`src/rtl/ws2812_drv.sv`:
```
// ws2812_drv: serializer for a chain of WS2812 LEDs.
// A one-cycle frame_start request starts a frame. The line is first held low
// for RST_CYC cycles so the LEDs latch. Then PIX_NUM pixels of 24 bits each are
// sent. Each bit lasts CLK_BIT cycles and is high for T0H or T1H cycles.
//
// Ports:
//   sys_clk     - single clock; all logic is rising-edge
//   sys_rst_n   - asynchronous, active-low reset
//   frame_start - one-cycle request; accepted only in IDLE
//   bit_in      - current GRB data bit, produced combinationally by the
//                 pixel-data stage from cnt_bit/cnt_pixel (named bit_in
//                 because "bit" is a reserved word in SystemVerilog)
//   cnt_bit     - bit index within the current pixel, 0..23
//   cnt_pixel   - pixel index, 0..PIX_NUM-1
//   dout        - registered WS2812 serial line
//   busy        - high from the accepted frame_start until frame_done
//   frame_done  - one-cycle pulse after the last bit of a frame
module ws2812_drv #(
  parameter int CLK_BIT = 62,
  parameter int T0H     = 20,
  parameter int T1H     = 40,
  parameter int RST_CYC = 15000,
  parameter int PIX_NUM = 64
) (
  input  logic       sys_clk,
  input  logic       sys_rst_n,
  input  logic       frame_start,
  input  logic       bit_in,
  output logic [4:0] cnt_bit,
  output logic [6:0] cnt_pixel,
  output logic       dout,
  output logic       busy,
  output logic       frame_done
);

  // One cycle counter serves both the latch gap and the bit period.
  localparam int CYC_MAX = (RST_CYC > CLK_BIT) ? RST_CYC : CLK_BIT;
  localparam int CW      = $clog2(CYC_MAX + 1);

  typedef enum logic [1:0] {IDLE, LATCH, DATA} state_e;

  state_e        state_q, state_d;
  logic [CW-1:0] cnt_cyc_q, cnt_cyc_d;
  logic [4:0]    cnt_bit_q, cnt_bit_d;
  logic [6:0]    cnt_pixel_q, cnt_pixel_d;
  logic          bit_lat_q, bit_lat_d;
  logic          dout_q, dout_d;
  logic          busy_q, busy_d;
  logic          done_q, done_d;

  logic          cur_bit;
  logic [CW-1:0] thigh;
  logic          cyc_wrap, bit_wrap, pix_wrap;

  always_comb begin
    // In the first cycle of a bit the latch still holds the previous bit.
    // The live input is used there, and the latched copy is used afterwards.
    // After the first cycle, changes on bit_in cannot alter the waveform.
    cur_bit  = (cnt_cyc_q == '0) ? bit_in : bit_lat_q;
    thigh    = cur_bit ? CW'(T1H) : CW'(T0H);
    cyc_wrap = (cnt_cyc_q == CW'(CLK_BIT - 1));
    bit_wrap = (cnt_bit_q == 5'd23);
    pix_wrap = (cnt_pixel_q == 7'(PIX_NUM - 1));

    state_d     = state_q;
    cnt_cyc_d   = cnt_cyc_q;
    cnt_bit_d   = cnt_bit_q;
    cnt_pixel_d = cnt_pixel_q;
    bit_lat_d   = bit_lat_q;
    busy_d      = busy_q;
    dout_d      = 1'b0;
    done_d      = 1'b0;

    unique case (state_q)
      IDLE: begin
        // Ignore a request that arrives while frame_done is high, so that
        // the end of one frame cannot start the next one.
        if (frame_start && !done_q) begin
          state_d   = LATCH;
          busy_d    = 1'b1;
          cnt_cyc_d = '0;
        end
      end
      LATCH: begin
        if (cnt_cyc_q == CW'(RST_CYC - 1)) begin
          state_d   = DATA;
          cnt_cyc_d = '0;
        end else begin
          cnt_cyc_d = cnt_cyc_q + 1'b1;
        end
      end
      DATA: begin
        dout_d = (cnt_cyc_q < thigh);
        if (cnt_cyc_q == '0) begin
          bit_lat_d = bit_in;
        end
        if (cyc_wrap) begin
          cnt_cyc_d = '0;
          if (bit_wrap) begin
            cnt_bit_d = '0;
            if (pix_wrap) begin
              state_d     = IDLE;
              cnt_pixel_d = '0;
              busy_d      = 1'b0;
              done_d      = 1'b1;
            end else begin
              cnt_pixel_d = cnt_pixel_q + 1'b1;
            end
          end else begin
            cnt_bit_d = cnt_bit_q + 1'b1;
          end
        end else begin
          cnt_cyc_d = cnt_cyc_q + 1'b1;
        end
      end
      default: begin
        state_d = IDLE;
      end
    endcase
  end

  always_ff @(posedge sys_clk or negedge sys_rst_n) begin
    if (!sys_rst_n) begin
      state_q     <= IDLE;
      cnt_cyc_q   <= '0;
      cnt_bit_q   <= '0;
      cnt_pixel_q <= '0;
      bit_lat_q   <= 1'b0;
      dout_q      <= 1'b0;
      busy_q      <= 1'b0;
      done_q      <= 1'b0;
    end else begin
      state_q     <= state_d;
      cnt_cyc_q   <= cnt_cyc_d;
      cnt_bit_q   <= cnt_bit_d;
      cnt_pixel_q <= cnt_pixel_d;
      bit_lat_q   <= bit_lat_d;
      dout_q      <= dout_d;
      busy_q      <= busy_d;
      done_q      <= done_d;
    end
  end

  assign cnt_bit    = cnt_bit_q;
  assign cnt_pixel  = cnt_pixel_q;
  assign dout       = dout_q;
  assign busy       = busy_q;
  assign frame_done = done_q;

endmodule

```
`config.mk`:
```
export PLATFORM = sky130hd
export DESIGN_NAME = ws2812_drv
export DESIGN_NICKNAME = d
export VERILOG_FILES = /design/src/rtl/ws2812_drv.sv
export SDC_FILE = /design/constraint.sdc
export NUM_CORES = 1
export LEC_CHECK = 0
export BUFFER_PORTS_ARGS = -buffer_cell sky130_fd_sc_hd__buf_2
export CAP_MARGIN = 5
export CELL_PAD_IN_SITES_DETAIL_PLACEMENT = 0
export CELL_PAD_IN_SITES_GLOBAL_PLACEMENT = 1
export CORE_UTILIZATION = 45
export DETAILED_ROUTE_END_ITERATION = 10
export PLACE_DENSITY = 0.89
export SYNTH_ARGS = -nofsm -noshare
export SYNTH_HDL_FRONTEND = slang
export SYNTH_SLANG_ARGS = --single-unit
```
`constraint.sdc`:
```
create_clock -name sys_clk -period 3.25 [get_ports sys_clk]
set_input_delay 0.4875 -clock sys_clk [delete_from_list [all_inputs] [get_ports sys_clk]]
set_output_delay 0.4875 -clock sys_clk [all_outputs]
set_load 0.05 [all_outputs]
```
# == After elaboration in Yosys (flattened, before gate mapping) ==
# Cells that the tools add are included.
# classes
addsub,3
reduce_logical,11
eq_ne,11
magnitude_cmp,1
n_mux,24
# op_table
cell,count
14-bit 2-to-1 mux,3
14-bit case mux with 3 select lines,1
"14-bit by 1-bit adder with 14-bit output, second input constant",1
"14-bit == test, second input constant",1
"14-bit by 6-bit == test with 1-bit output, second input constant",1
14-bit zero test,1
14-bit by 6-bit < comparator with 1-bit output,1
1-bit 2-to-1 mux,10
2-bit 2-to-1 mux,5
"2-bit != test, second input constant",5
5-bit AND reduction,2
"7-bit by 1-bit adder with 7-bit output, second input constant",1
"7-bit by 6-bit == test with 1-bit output, second input constant",1
7-bit 2-to-1 mux,1
6-bit 2-to-1 mux,1
2-bit case mux with 3 select lines,1
"5-bit by 1-bit adder with 5-bit output, second input constant",1
"5-bit == test, second input constant",1
5-bit 2-to-1 mux,1
2-bit AND reduction,2
3-bit AND reduction,1
3-bit nonzero test,1
"2-bit by 1-bit == test with 1-bit output, second input constant",1
"2-bit == test, second input constant",1
5 further kinds,5
# totals
ff_bits,32

# == Depth between registers and ports, before layout ==
# depth
ltp_word,5
mapped_depth,11
ltp_nobuf,11

# == Worst setup path before layout ==
# No wires, ideal clock.
# synth_path
path_kind,flip-flop to flip-flop
startpoint,register cnt_cyc_q[6]
endpoint,register dout_q (netlist: dout)
path_buffers,0
setup_ns,0.088
t_required_ns,3.162
path_stages_with_launch,11
arrival_time_ns,2.279
setup_slack_ns,0.883
period_less_slack_ns,2.367
cell_sequence,dfrtp_1 or4_1 nor2_1 nand3_1 mux2i_1 inv_1 ha_1 a21o_1 nand2_1 nand4b_1 a41oi_1
# synth_between
elab_chain_cells,5
# synth_lines
item,line_no,text
start: declaration,43,"logic [CW-1:0] cnt_cyc_q, cnt_cyc_d;"
start signal: assignment,134,cnt_cyc_q <= cnt_cyc_d;
14-bit zero test,59,cur_bit = (cnt_cyc_q == '0) ? bit_in : bit_lat_q;
1-bit 2-to-1 mux,n/a,
6-bit 2-to-1 mux,60,thigh = cur_bit ? CW'(T1H) : CW'(T0H);
14-bit by 6-bit < comparator with 1-bit output *,93,dout_d = (cnt_cyc_q < thigh);
1-bit 2-to-1 mux *,74,unique case (state_q)
named net dout_d,47,"logic dout_q, dout_d;"
end signal: assignment,138,dout_q <= dout_d;
end: declaration,47,
# The timed path passes the listed nets; every way through them passes the cells marked *.
# A chain may end at the register's enable or synchronous reset.

# == Final worst setup path ==
# Ends and elaborated chain as after synthesis.

==> run_results.csv <==
group,metric,value,unit
power,static-leakage-power,1.02,nW
floorplan,initial_core_utilization,46.9,%
grt,grt_util_all_layers,19.0,%
worst_setup_path,critPathCaptureType,"flop",
place,io_buffers,18,
synthesis,syn-num-nets,208,
synthesis,postSynthAreaPerCell,9.77,um^2
synthesis,yosysSeqAreaShare,42.7,%
sta,clock_skew,0.00564,ns
grt,first_global_vias,1351,
synthesis,postSynthCellCount,192,
sta,final_hold_viol_count,0,
place,place_congestion,0.894,
worst_setup_path,crit_buf_inv,1,
synthesis,synth_async_sr_flop_share,100,%
detailed_routing,avgViaCountPerCell,5.55,
synthesis,synth.ff_latch_count,32,
grt,global_route_wire_length_before_repair,6210,um
power,power_density,505,nW/um^2
sta,fin_crit_sh,81.2,%
synthesis,yosys_most_used_dff,"dfrtp_1",
clock_network,postCtsResizedCells,0,
clock_network,cts_root_buf,"clkbuf_8",
sta,setup-tns-final,0,ns
synthesis,synth-warning-count,0,
run_status,run_status,"finished, final reports clean",
sta,clock_period_minus_final_worst_setup_slack,2.64,ns
layout,antenna_cells,0,
sta,slew_at_the_pin_closest_to_its_max_slew_limit,0.931,ns
floorplan,dieArea,4430,um^2
worst_setup_path,critPathMaxFanout,8,
detailed_routing,drt_iter0_markers,123,
clock_network,htreeDepth,2,
clock_network,path_clk_slew,0.07,ns
sta,achievable-frequency,379,MHz
detailed_routing,drc,0,
detailed_routing,routed_wire_per_std_cell,14.1,um
floorplan,floorplan.io_pins,19,
layout,layout-drive-gt1-share,18.0,%
clock_network,cts_hold_buffers,0,
sta,grt_setup_unrepaired,"no",
grt,grt_remaining_overflow,0,
synthesis,synth-edff-count,0,
worst_setup_path,critPathKind,"reg2reg",
floorplan,floorplan.core_area,4000,um^2
worst_setup_path,crit_path_top_delay_cell,"or4_1",
clock_network,cts_buffers,5,
synthesis,synth_cell_types,48,
worst_hold_path,hp-class,"in2async",
synthesis,netlist_area,1880,um^2
worst_setup_path,critical_path_required,3.44,ns
power,vdd_ir_drop_max,0.175,mV
layout,num-nets-final,226,
detailed_routing,ant_nets,0,
worst_setup_path,reg2reg_setup_slack,0.61,ns
clock_network,clock_network_latency_to_the_later_pin_of_the_worst_skew_pair,0.29,ns
worst_setup_path,critical_path.cell_chain,"or4_1 > nor2_1 > nand3_1 > mux2i_1 > inv_1 > ha_1 > a21o_1 > nand2_1 > nand4b_1 > a41oi_1",
worst_setup_path,path_delay_family,"simple AND/OR/NAND/NOR gates",
sta,finalSetupViolCount,0,
clock_network,cts_tree,"done",
worst_setup_path,crit_arrival,2.83,ns
worst_setup_path,critical_path.startpoint_type,"flop",
floorplan,num_rows,23,
worst_setup_path,cp_slowest_stage_delay,0.60,ns
sta,slew_violations,0,
grt,antenna_violations_before_repair,0,
detailed_routing,routed-via-count,1449,
grt,grt_max_degree,33,
detailed_routing,routed_wl,3690,um
place,detailed_place_hpwl,2680,um
flow_run,maxCapViolations,0,
clock_network,clock_sink_count,32,
sta,maxSlewHeadroom,36.3,%
floorplan,fp.dieW,66.6,um
power,post_route_total_power,1.07,mW
detailed_routing,drt-pass1-iter-count,4,
floorplan,chipHeight,66.6,um
layout,area_growth,13.0,%
clock_network,number_of_post_cts_setup_repair_buffers,0,
clock_network,cts.path.max_buffers,2,
## area by class of cell
class                   instances  area, um^2
clock inverters                 1        30.0
multi-input cells             146        1010
fillers                       363        1880
flip-flops and latches         32         801
clock buffers                   7        96.3
well taps                      50        62.6
inverters                       7        26.3
repair buffers                 18        90.1
## routing by layer
| metal | GRT usage, % | wire length (um) | up-vias |
|---|---|---|---|
| met4 | 9.57 | 67 | 0 |
| met5 | 0 | 0 | - |
| met2 | 29.7 | 1760 | 18 |
| met1 | 23.5 | 1730 | 708 |
| li1 | - | - | 717 |
| met3 | 5.82 | 137 | 6 |
## flip-flops by register name, indices dropped and copies added (netlist names)
name        cells
state_q         2
cnt_bit         5
busy            1
frame_done      1
cnt_pixel       7
dout            1
bit_lat_q       1
cnt_cyc_q      14
## logic make-up (layout without fill, tap and decap cells)
| kind of cell | Yosys count | count (layout) | synth area share (%) |
|---|---|---|---|
| buffers and inverters | 14 | 33 | 3.27 |
| multiplexers | 7 | 7 | 4.54 |
| flip-flops | 32 | 32 | 42.7 |
| adder cells (fa/ha/maj) | 12 | 12 | 8.01 |
| AND/OR/NAND/NOR | 85 | 85 | 25.9 |
| AO/OA/AOI/OAI | 31 | 31 | 10.5 |
| XOR/XNOR | 11 | 11 | 5.14 |
## cells in the final DEF (no fill, tap or decap), types with 2 or more instances in the layout
cell type,instances
a21o_1,5
nor2_1,17
nand4_1,4
mux2_2,4
inv_1,7
a21oi_1,8
dfrtp_1,32
xnor2_1,5
clkbuf_8,7
a31oi_1,2
mux2_4,2
ha_1,12
nor3_1,4
nor4bb_1,2
nand3_1,11
or3_1,3
nand2b_1,4
buf_2,18
nor4_1,2
o21ai_0,8
xor2_1,6
and3_1,2
and2_1,4
nand2_1,19
## where the power goes
| part | internal (mW) | switching (mW) | total (mW) |
|---|---|---|---|
| Combinational | 0.0783 | 0.142 | 0.220 |
| Sequential | 0.414 | 0.0180 | 0.432 |
| Clock | 0.270 | 0.148 | 0.419 |
| Total | 0.762 | 0.308 | 1.07 |
## metrics by stage
step           utilization, %  hold slack, ns  cell area (um^2)  setup slack (ns)  std cells
2_1_floorplan               -           0.192              1880             0.883        192
3_3_place_gp             49.8           0.506              1990             0.750        253
3_5_place_dp             49.8           0.506              1990             0.663        253
4_1_cts                  53.0           0.271              2120             0.621        261
5_1_grt                  53.0           0.295              2120             0.457        261
6_report                 53.0           0.245              2120             0.612        261
## cell usage after synthesis, drive strengths merged (5+ instances only)
cell type,instances,area [um^2]
nor2,17,63.8
xnor2,5,43.8
nand3,12,65.1
nand4,5,46.3
a21oi,8,40.0
xor2,6,52.6
mux2,6,75.1
inv,7,26.3
ha,12,150
nand2,19,71.3
dfrtp,32,801
a21o,5,37.5
o21ai,8,40.0
## path summary, 6_finish.rpt
check	startpoint	end	cells past startpoint
setup / recovery	cnt_cyc_q[6]	dout	10
hold / removal	sys_rst_n	cnt_cyc_q[5]	1
setup reg to reg	cnt_cyc_q[6]	dout	10
hold reg to reg	cnt_pixel[2]	cnt_pixel[2]	1
max in group asynchronous	sys_rst_n	cnt_cyc_q[6]	1
min in group sys_clk	cnt_pixel[2]	cnt_pixel[2]	1
Power figures use the tool's default switching activity.
